File: config.mk
export PLATFORM = sky130hd
export DESIGN_NAME = shift_reg_seq_ctrl
export DESIGN_NICKNAME = d
export VERILOG_FILES = /design/src/rtl/shift_reg_seq_ctrl.sv
export SDC_FILE = /design/constraint.sdc
export NUM_CORES = 1
export LEC_CHECK = 0
export CORE_ASPECT_RATIO = 1.4
export CORE_UTILIZATION = 40
export CTS_CLUSTER_SIZE = 12
export DETAILED_ROUTE_END_ITERATION = 10
export MAX_ROUTING_LAYER = met4
export PLACE_DENSITY = 0.65
export SYNTH_ARGS = -nofsm -noshare
export SYNTH_HDL_FRONTEND = slang
export SYNTH_SLANG_ARGS = --single-unit
File: constraint.sdc
create_clock -name clk -period 4.6 [get_ports clk]
set_input_delay 0.92 -clock clk [delete_from_list [all_inputs] [get_ports clk]]
set_output_delay 0.92 -clock clk [all_outputs]
set_load 0.02 [all_outputs]
File: src/rtl/shift_reg_seq_ctrl.sv
// shift_reg_seq_ctrl: sequences one command word through a universal shift register as a timed serial exchange
// Ports:
//   clk, rst_n                      clock, asynchronous active-low reset
//   cmd_valid/ready/data/len/msb_first, cfg_div   host command (accepted in IDLE only)
//   sr_select, sr_p_din, sr_s_left_din, sr_s_right_din   drive the shift register
//   sr_p_dout, sr_s_left_dout, sr_s_right_dout           from the shift register
//   ser_tx, ser_rx, ser_strobe      serial line and per-bit strobe
//   busy                            command in progress
//   rsp_valid/ready/data            received word handshake
module shift_reg_seq_ctrl #(
   parameter int WIDTH = 8,
   parameter int DIV_W = 8,
   parameter int LEN_W = $clog2(WIDTH + 1)
) (
   input  logic             clk,
   input  logic             rst_n,
   input  logic             cmd_valid,
   output logic             cmd_ready,
   input  logic [WIDTH-1:0] cmd_data,
   input  logic [LEN_W-1:0] cmd_len,
   input  logic             cmd_msb_first,
   input  logic [DIV_W-1:0] cfg_div,
   output logic [1:0]       sr_select,
   output logic [WIDTH-1:0] sr_p_din,
   output logic             sr_s_left_din,
   output logic             sr_s_right_din,
   input  logic [WIDTH-1:0] sr_p_dout,
   input  logic             sr_s_left_dout,
   input  logic             sr_s_right_dout,
   output logic             ser_tx,
   input  logic             ser_rx,
   output logic             ser_strobe,
   output logic             busy,
   output logic             rsp_valid,
   input  logic             rsp_ready,
   output logic [WIDTH-1:0] rsp_data
);
   typedef enum logic [1:0] {IDLE, LOAD, SHIFT, DONE} state_t;
   localparam logic [LEN_W-1:0] WL = LEN_W'(WIDTH);
   state_t state_q, state_d;
   logic [DIV_W-1:0] div_q, div_d, cnt_q, cnt_d;
   logic [LEN_W-1:0] len_q, len_d, bits_q, bits_d, eff_len;
   logic [WIDTH-1:0] data_q, data_d;
   logic msb_q, msb_d, strobe;
   assign eff_len = (cmd_len == '0 || cmd_len > WL) ? WL : cmd_len;
   assign strobe = state_q == SHIFT && cnt_q == div_q;
   always_ff @(posedge clk or negedge rst_n) begin
      if (!rst_n) begin
         state_q <= IDLE;
         div_q   <= '0;
         cnt_q   <= '0;
         len_q   <= '0;
         bits_q  <= '0;
         data_q  <= '0;
         msb_q   <= 1'b0;
      end else begin
         state_q <= state_d;
         div_q   <= div_d;
         cnt_q   <= cnt_d;
         len_q   <= len_d;
         bits_q  <= bits_d;
         data_q  <= data_d;
         msb_q   <= msb_d;
      end
   end
   always_comb begin
      state_d        = state_q;
      div_d          = div_q;
      cnt_d          = cnt_q;
      len_d          = len_q;
      bits_d         = bits_q;
      data_d         = data_q;
      msb_d          = msb_q;
      cmd_ready      = state_q == IDLE;
      busy           = state_q != IDLE;
      rsp_valid      = state_q == DONE;
      sr_select      = 2'b00;
      sr_p_din       = '0;
      sr_s_left_din  = 1'b0;
      sr_s_right_din = 1'b0;
      ser_tx         = 1'b0;
      ser_strobe     = 1'b0;
      rsp_data       = '0;
      case (state_q)
         IDLE: if (cmd_valid) begin
            state_d = LOAD;
            len_d   = eff_len;
            msb_d   = cmd_msb_first;
            div_d   = cfg_div;
            cnt_d   = '0;
            bits_d  = '0;
            // MSB-first: left-align the L-bit word so its top bit sits at the register MSB
            data_d  = cmd_msb_first ? cmd_data << (WL - eff_len) : cmd_data;
         end
         LOAD: begin
            sr_select = 2'b11;
            sr_p_din  = data_q;
            state_d   = SHIFT;
         end
         SHIFT: begin
            ser_tx = msb_q ? sr_s_right_dout : sr_s_left_dout;
            cnt_d  = strobe ? '0 : cnt_q + DIV_W'(1);
            if (strobe) begin
               ser_strobe     = 1'b1;
               sr_select      = msb_q ? 2'b10 : 2'b01;
               sr_s_left_din  = msb_q & ser_rx;
               sr_s_right_din = ~msb_q & ser_rx;
               bits_d         = bits_q + LEN_W'(1);
               if (bits_q == len_q - LEN_W'(1)) state_d = DONE;
            end
         end
         DONE: begin
            // LSB-first receive enters at the MSB end; MSB-first fills the low L bits
            rsp_data = msb_q ? sr_p_dout & ~({WIDTH{1'b1}} << len_q) : sr_p_dout >> (WL - len_q);
            if (rsp_ready) state_d = IDLE;
         end
         default: state_d = IDLE;
      endcase
   end
endmodule

==> results.md, run 1 <==
* Syn avg cell area at 8.87 um2
* Power Dens Cells at 537 nW/um2
* Worst Setup SP: len_q[0]$_DFFE_PN0P_
* DP Cell Count at 466
* Critical Path, Cell by Cell: inv_1, ha_1, mux2i_1, and2_1, o31a_1, o21ai_0, and2_1, clkdlybuf4s50_1
* Postcts setup bufs at 0
* Clock transition at path regs at 0.07 ns
* Post-cts resize count at 0
* CTS H-tree lvls at 2
* Synth Register Bits at 35
* Root Driver: clkbuf_8
* Critical path peak fanout at 14
* Synth Net Count at 371
* Final weighted congestion in routability-driven placement at 0.872
* Relative slew slack at 47.1%
* Status: completed
* Maximum vdd drop at 0.000224 V
* Core Area at 6940 um2
* Post-synth cell types at 57
* Aggregate global-route resource usage at 20.7%
* Fraction of registers with async set/reset at 100%
* Fillers at 680
* Final setup violation count at 0
* Layout cell share with drive strength beyond 1 at 7.41%
* Area of the multi-input gates at 1860 um2
* Setup TNS at 0 ns
* Setup slack at placement at 0.737 ns
* ANT cells at 0
* Least-Margin Pin Slew at 0.791 ns
* RR Startpoint: len_q[0]$_DFFE_PN0P_
* Data required, critical path at 3.68 ns
* Synthesized netlist cell count at 324
* Ys Warns at 0
* HPWL after DPL at 5.42 mm
* Hold Buf Count CTS at 0
* Global-route wire length before repair at 11.7 mm
* Post-synth EDFFs at 0
* Vias per inst at 5.58
* Area grow syn2layout at 25.6%
* Most common cell after layout, fill and taps aside: clkdlybuf4s50_1
* Vias in the first global route at 2490
* Wire per inst at 15.2 um
* Total CTS buffers at 5
* LEAKAGE at 0.00147 uW
* Max incr delay on CP at 0.68 ns
* Hold path depth at 2
* I/O Pins at 61
* Die X at 73.7 um
* TritonRoute pass-1 iters at 4
* Final WL at 7.19 mm
* Count of final max-slew check failures at 0
* Final nets at 425
* Register area at 876 um2
* Most frequent cells in the layout: clkdlybuf4s50_1 (60), dfrtp_1 (35), nand2_1 (27), nor2_1 (21), o21ai_0 (21)
* Initial antenna violation count at 0
* DR vias at 2639
* Worst hold start: data_q[6]$_DFFE_PN0P_
* Clock Skews at 0.0122 ns
* CTS max path bufs at 2
* Max-capacitance violation count at 0
* Total die area at 7540 um2
* Worst setup EP type: output pin
* Global route overflow at 0
* Sequential share of the synthesized area at 30.5%
* Number of cell rows at 36
* Worst r2r dst: state_q[0]$_DFFE_PN0P_
* Most used cell, CP: and2_1
* Worst Setup Slack, final at 0.416 ns
* Initial drt markers at 115
* Hold Fails Final Rpt at 0
* Initial Util at 41.5%
* Number of antenna-violating nets in the routed design at 0
* Final Cycle Share at 91.0%
* Worst Hold Class: reg2reg
* Post-synth top flop: dfrtp_1
* Clock sink total at 35
* Critical setup path kind: reg2out
* Crit path arrival time at 3.26 ns
* Clk_lat worst skew at 0.29 ns
* Post-layout min period at 4.18 ns
* Post-route DRC at 0
* Number of cells on the worst reg-to-reg path at 7
* Port bufs at 60
* Fin cells at 473
* Post-Syn Area at 2880 um2
* R2r setup slk at 2.03 ns
* CP startpoint kind: register
* Hold Path End: data_q[6]$_DFFE_PN0P_
* Die height at 102 um
* RSZ-0062 raised after global routing: no
* Max frequency at 0.239 GHz
* Largest net degree at the start of global routing at 22
* CP max-delay cell: dfrtp_1
* CTS tree: done
layout make-up:
type | instances | share of cell area [%]
clock buffers | 6 | 2.29
clock inverters | 1 | 0.139
inverters | 14 | 1.59
multi-input cells | 260 | 51.4
flip-flops and latches | 35 | 24.3
well taps | 95 | 3.29
repair buffers | 62 | 17.0
logic make-up after synthesis:
group	share of synthesized area (%)
simple gates	22.1
mux	13.0
flops	30.5
buf+inv	5.00
fa+ha+maj	4.79
compound gates	20.1
xor+xnor	4.61
stage by stage:
stage / total power [uW] / utilization [%] / hold WS [ns] / instance area (um2)
6_report: 1940 / 52.1 / 0.496 / 3610
5_1_grt: 2100 / 52.1 / 0.503 / 3610
4_1_cts: 1950 / 52.1 / 0.494 / 3610
3_5_place_dp: 1720 / 50.8 / 0.478 / 3520
3_3_place_gp: 1700 / 50.8 / 0.466 / 3520
2_1_floorplan: 1370 / - / 0.442 / 2880
state kept, by name, summed over array words and instances (netlist names):
| name | cells |
|---|---|
| len_q | 4 |
| cnt_q | 8 |
| bits_q | 4 |
| div_q | 8 |
| msb_q | 1 |
| data_q | 8 |
| state_q | 2 |
cells in the mapped netlist, drive strengths merged (2+ instances only):
master | count | share of area [%]
mux2 | 8 | 3.1
nor2b | 8 | 2.0
nand2b | 4 | 0.87
nand3b | 4 | 1.0
a211oi | 3 | 0.78
ha | 11 | 4.8
nand3 | 12 | 2.1
o21bai | 3 | 0.78
mux2i | 19 | 6.6
a21oi | 15 | 2.6
a22o | 6 | 1.8
clkbuf | 7 | 0.91
a21boi | 2 | 0.52
or2 | 2 | 0.44
nand4 | 4 | 0.87
dfrtp | 35 | 30
a2111o | 2 | 0.78
o311ai | 2 | 0.61
a21o | 6 | 1.6
and2 | 14 | 3.0
o21ai | 23 | 4.0
nand2 | 27 | 3.5
buf | 8 | 2.1
a31oi | 2 | 0.44
and3 | 8 | 1.7
a22oi | 2 | 0.52
nor3 | 9 | 1.6
and4 | 2 | 0.61
nor2 | 21 | 2.7
inv | 13 | 1.7
xnor2 | 13 | 4.6
mux4 | 4 | 3.3
o31a | 3 | 0.91
a32oi | 2 | 0.61
o211ai | 4 | 1.0
worst max-delay path, delay by kind of cell, from the launching register on:
| kind | cells | cell delay [ns] |
|---|---|---|
| buffers and inverters | 2 | 0.77 |
| multiplexers | 1 | 0.18 |
| AND/OR/NAND/NOR | 2 | 0.33 |
| flip-flops | 1 | 0.68 |
| adder cells (fa/ha/maj) | 1 | 0.59 |
| AO/OA/AOI/OAI | 2 | 0.42 |
how the worst max path moves through the flow:
stage                  end  slack [ns]
2_1_floorplan  rsp_data[4]        1.64
3_3_place_gp   rsp_data[3]        0.82
3_5_place_dp   rsp_data[3]        0.74
4_1_cts        rsp_data[3]        0.40
5_1_grt        rsp_data[3]        0.22
6_report       rsp_data[3]        0.42
power breakdown:
group | internal (uW) | switching [uW] | leakage [uW]
registers | 419 | 137 | 0.000445
logic | 552 | 606 | 0.000982
clock network | 117 | 109 | 0.0000470
per-layer routing:
layer | vias up | part of all wire (%) | wire, um | track usage, %
met4 | 0 | 1.2 | 87 | 6.80
met5 | - | 0 | 0 | -
met2 | 79 | 51 | 3670 | 36.3
li1 | 1290 | - | - | -
met1 | 1257 | 44 | 3140 | 24.1
met3 | 13 | 4.2 | 302 | 2.86
No activity file was read; power rests on OpenSTA's default activity.
==> run 2, diff against run 1 <==
Settings changed: GPL_ROUTABILITY_DRIVEN set to 0.
==> results of run 2 <==
Final layout, timing and power as in run 1 (identical DEF).
==> run 3, diff against run 2 <==
Settings changed: TNS_END_PERCENT set to 100.
==> results of run 3 <==
Final layout, timing and power as in run 1 (identical DEF).
==> edit: new RTL, settings of run 3 <==
Take the reset off `data_q` and load it in a clocked block of its own.
--- a/src/rtl/shift_reg_seq_ctrl.sv
+++ b/src/rtl/shift_reg_seq_ctrl.sv
@@ -52,5 +52,4 @@
          len_q   <= '0;
          bits_q  <= '0;
-         data_q  <= '0;
          msb_q   <= 1'b0;
       end else begin
@@ -60,7 +59,10 @@
          len_q   <= len_d;
          bits_q  <= bits_d;
-         data_q  <= data_d;
          msb_q   <= msb_d;
       end
+   end
+
+   always_ff @(posedge clk) begin
+      data_q <= data_d;
    end
    always_comb begin
Function: same outputs for any inputs over 10 cycles, from zero or initial values and one cycle with rst_n low; that may be too few to reach the edited logic, so the function may still have changed.
==> edit against run 3 <==
Setup slack improved by 0.12 ns; wire length decreased by 14%; cell area down 2.7%; non-clock buffer count unchanged; maximum frequency is 2.8% higher; power rose by 0.74%; sequential cell count unchanged; utilization rose by 1.1 points; combinational power is essentially flat; via count fell by 13%; area after synthesis decreased by 4.0%; clock skew shrank 0.0079 ns.
==> edit: results (changes against run 3) <==
[outcome]
outcome=complete, no violations

[synthesis]
synth.top_cell.area_share_pct=24.5  ; -6.0 points
syn-num-nets=330  ; -11%
seq_area_frac_synth_pct=33.2  ; +2.7 points
synth_cell_types=54  ; -5.3%
synthTopCellsByCount=dfrtp_1, nor2_1, mux2i_1
synth_cells=283  ; -13%
synth_compound_area_share_pct=16.4  ; -3.6 points
async_flop_share_pct=77.1  ; -23 points
synth.area.top_cells=dfrtp_1, edfxtp_1, mux2i_1, ha_1, mux4_2
synth-edff-count=8  ; +8
synth_xor_area_share_pct=5.67  ; +1.1 points

[detailed_routing]
wl_per_cell_um=14.4  ; -5.2%
drt-total-wl_um=6210  ; -14%
num_vias=2307  ; -13%
firstDrtPassIters=5  ; +1
met1Wirelength_um=2650  ; -15%
drt_iter0_drc=92  ; -20%
met2WireLength_um=3220  ; -12%

[global_route]
met1_usage_pct=24.0  ; -0.15 points
grt_pass1_wl_um=10800  ; -7.9%
grt_pass1_vias=2226  ; -11%
use_met3_pct=2.81  ; -0.049 points
grt_use_total_pct=19.5  ; -1.2 points
grt_use_met2_pct=32.6  ; -3.7 points
grt_max_degree=28  ; +27%

[worst_setup_path]
cp.arrival_ns=3.15  ; -0.11 ns
path_max_fanout=15  ; +1

[placement]
place_inst=423  ; -9.2%
place_ws_ns=0.730  ; -0.00733 ns
placed_cell_area_um2=3400  ; -3.4%

[timing]
worstMarginPinSlew_ns=0.716  ; -0.0748 ns
fin_skew_ns=0.00433  ; -0.00787 ns

[pwr]
ir_worst_vdd_v=0.000285  ; +27%
leakagePower_nw=1.42  ; -3.9%
p_int_mw=1.11  ; +2.4%

[layout]
nets=385  ; -9.4%

-- edit: area by class of cell --
cell class | instances | area [um2]
multi-input combinational | 220 | 1710
timing repair buffer | 62 | 616
inverter | 14 | 52.6
fill | 631 | 3100
clock inverter | 3 | 38.8
sequential | 35 | 916
tap | 92 | 115
clock buffer | 5 | 68.8
-- edit: worst max-delay path: stages (launching register included) --
cell,delay (ns)
dfrtp_1,0.71
inv_1,0.16
ha_1,0.58
mux4_2,0.37
nor2b_1,0.14
a31oi_1,0.13
o21ai_0,0.08
and2_1,0.16
clkdlybuf4s50_1,0.53
-- edit: path summary, 6_finish.rpt --
path | from | to | slack, ns | cells past startpoint
max | len_q[0]$_DFFE_PN0P_ | rsp_data[3] | 0.53 | 8
min | div_q[4]$_DFFE_PN0P_ | div_q[4]$_DFFE_PN0P_ | 0.53 | 1
max reg2reg | len_q[0]$_DFFE_PN0P_ | state_q[1]$_DFFE_PN0P_ | 1.98 | 8
max in group asynchronous | rst_n | len_q[3]$_DFFE_PN0P_ | 3.33 | 2
min in group asynchronous | rst_n | cnt_q[0]$_DFFE_PN0P_ | 1.01 | 2
min reg2reg | div_q[4]$_DFFE_PN0P_ | div_q[4]$_DFFE_PN0P_ | 0.53 | 1
-- edit: power by group through the flow --
stage / clock network (mW) / registers (mW) / logic, mW
2_1_floorplan: 0 / 0.484 / 0.901
3_3_place_gp: 0 / 0.531 / 1.15
3_5_place_dp: 0 / 0.534 / 1.16
4_1_cts: 0.275 / 0.529 / 1.17
5_1_grt: 0.292 / 0.547 / 1.29
6_report: 0.267 / 0.527 / 1.16
-- edit: cell families after synthesis --
logic type | count (synthesis)
DFF | 35
muxes | 35
adders and majority gates | 11
AOI/OAI and AO/OA | 64
buffers and inverters | 28
and+or+nand+nor | 96
xor gates and xnor gates | 14
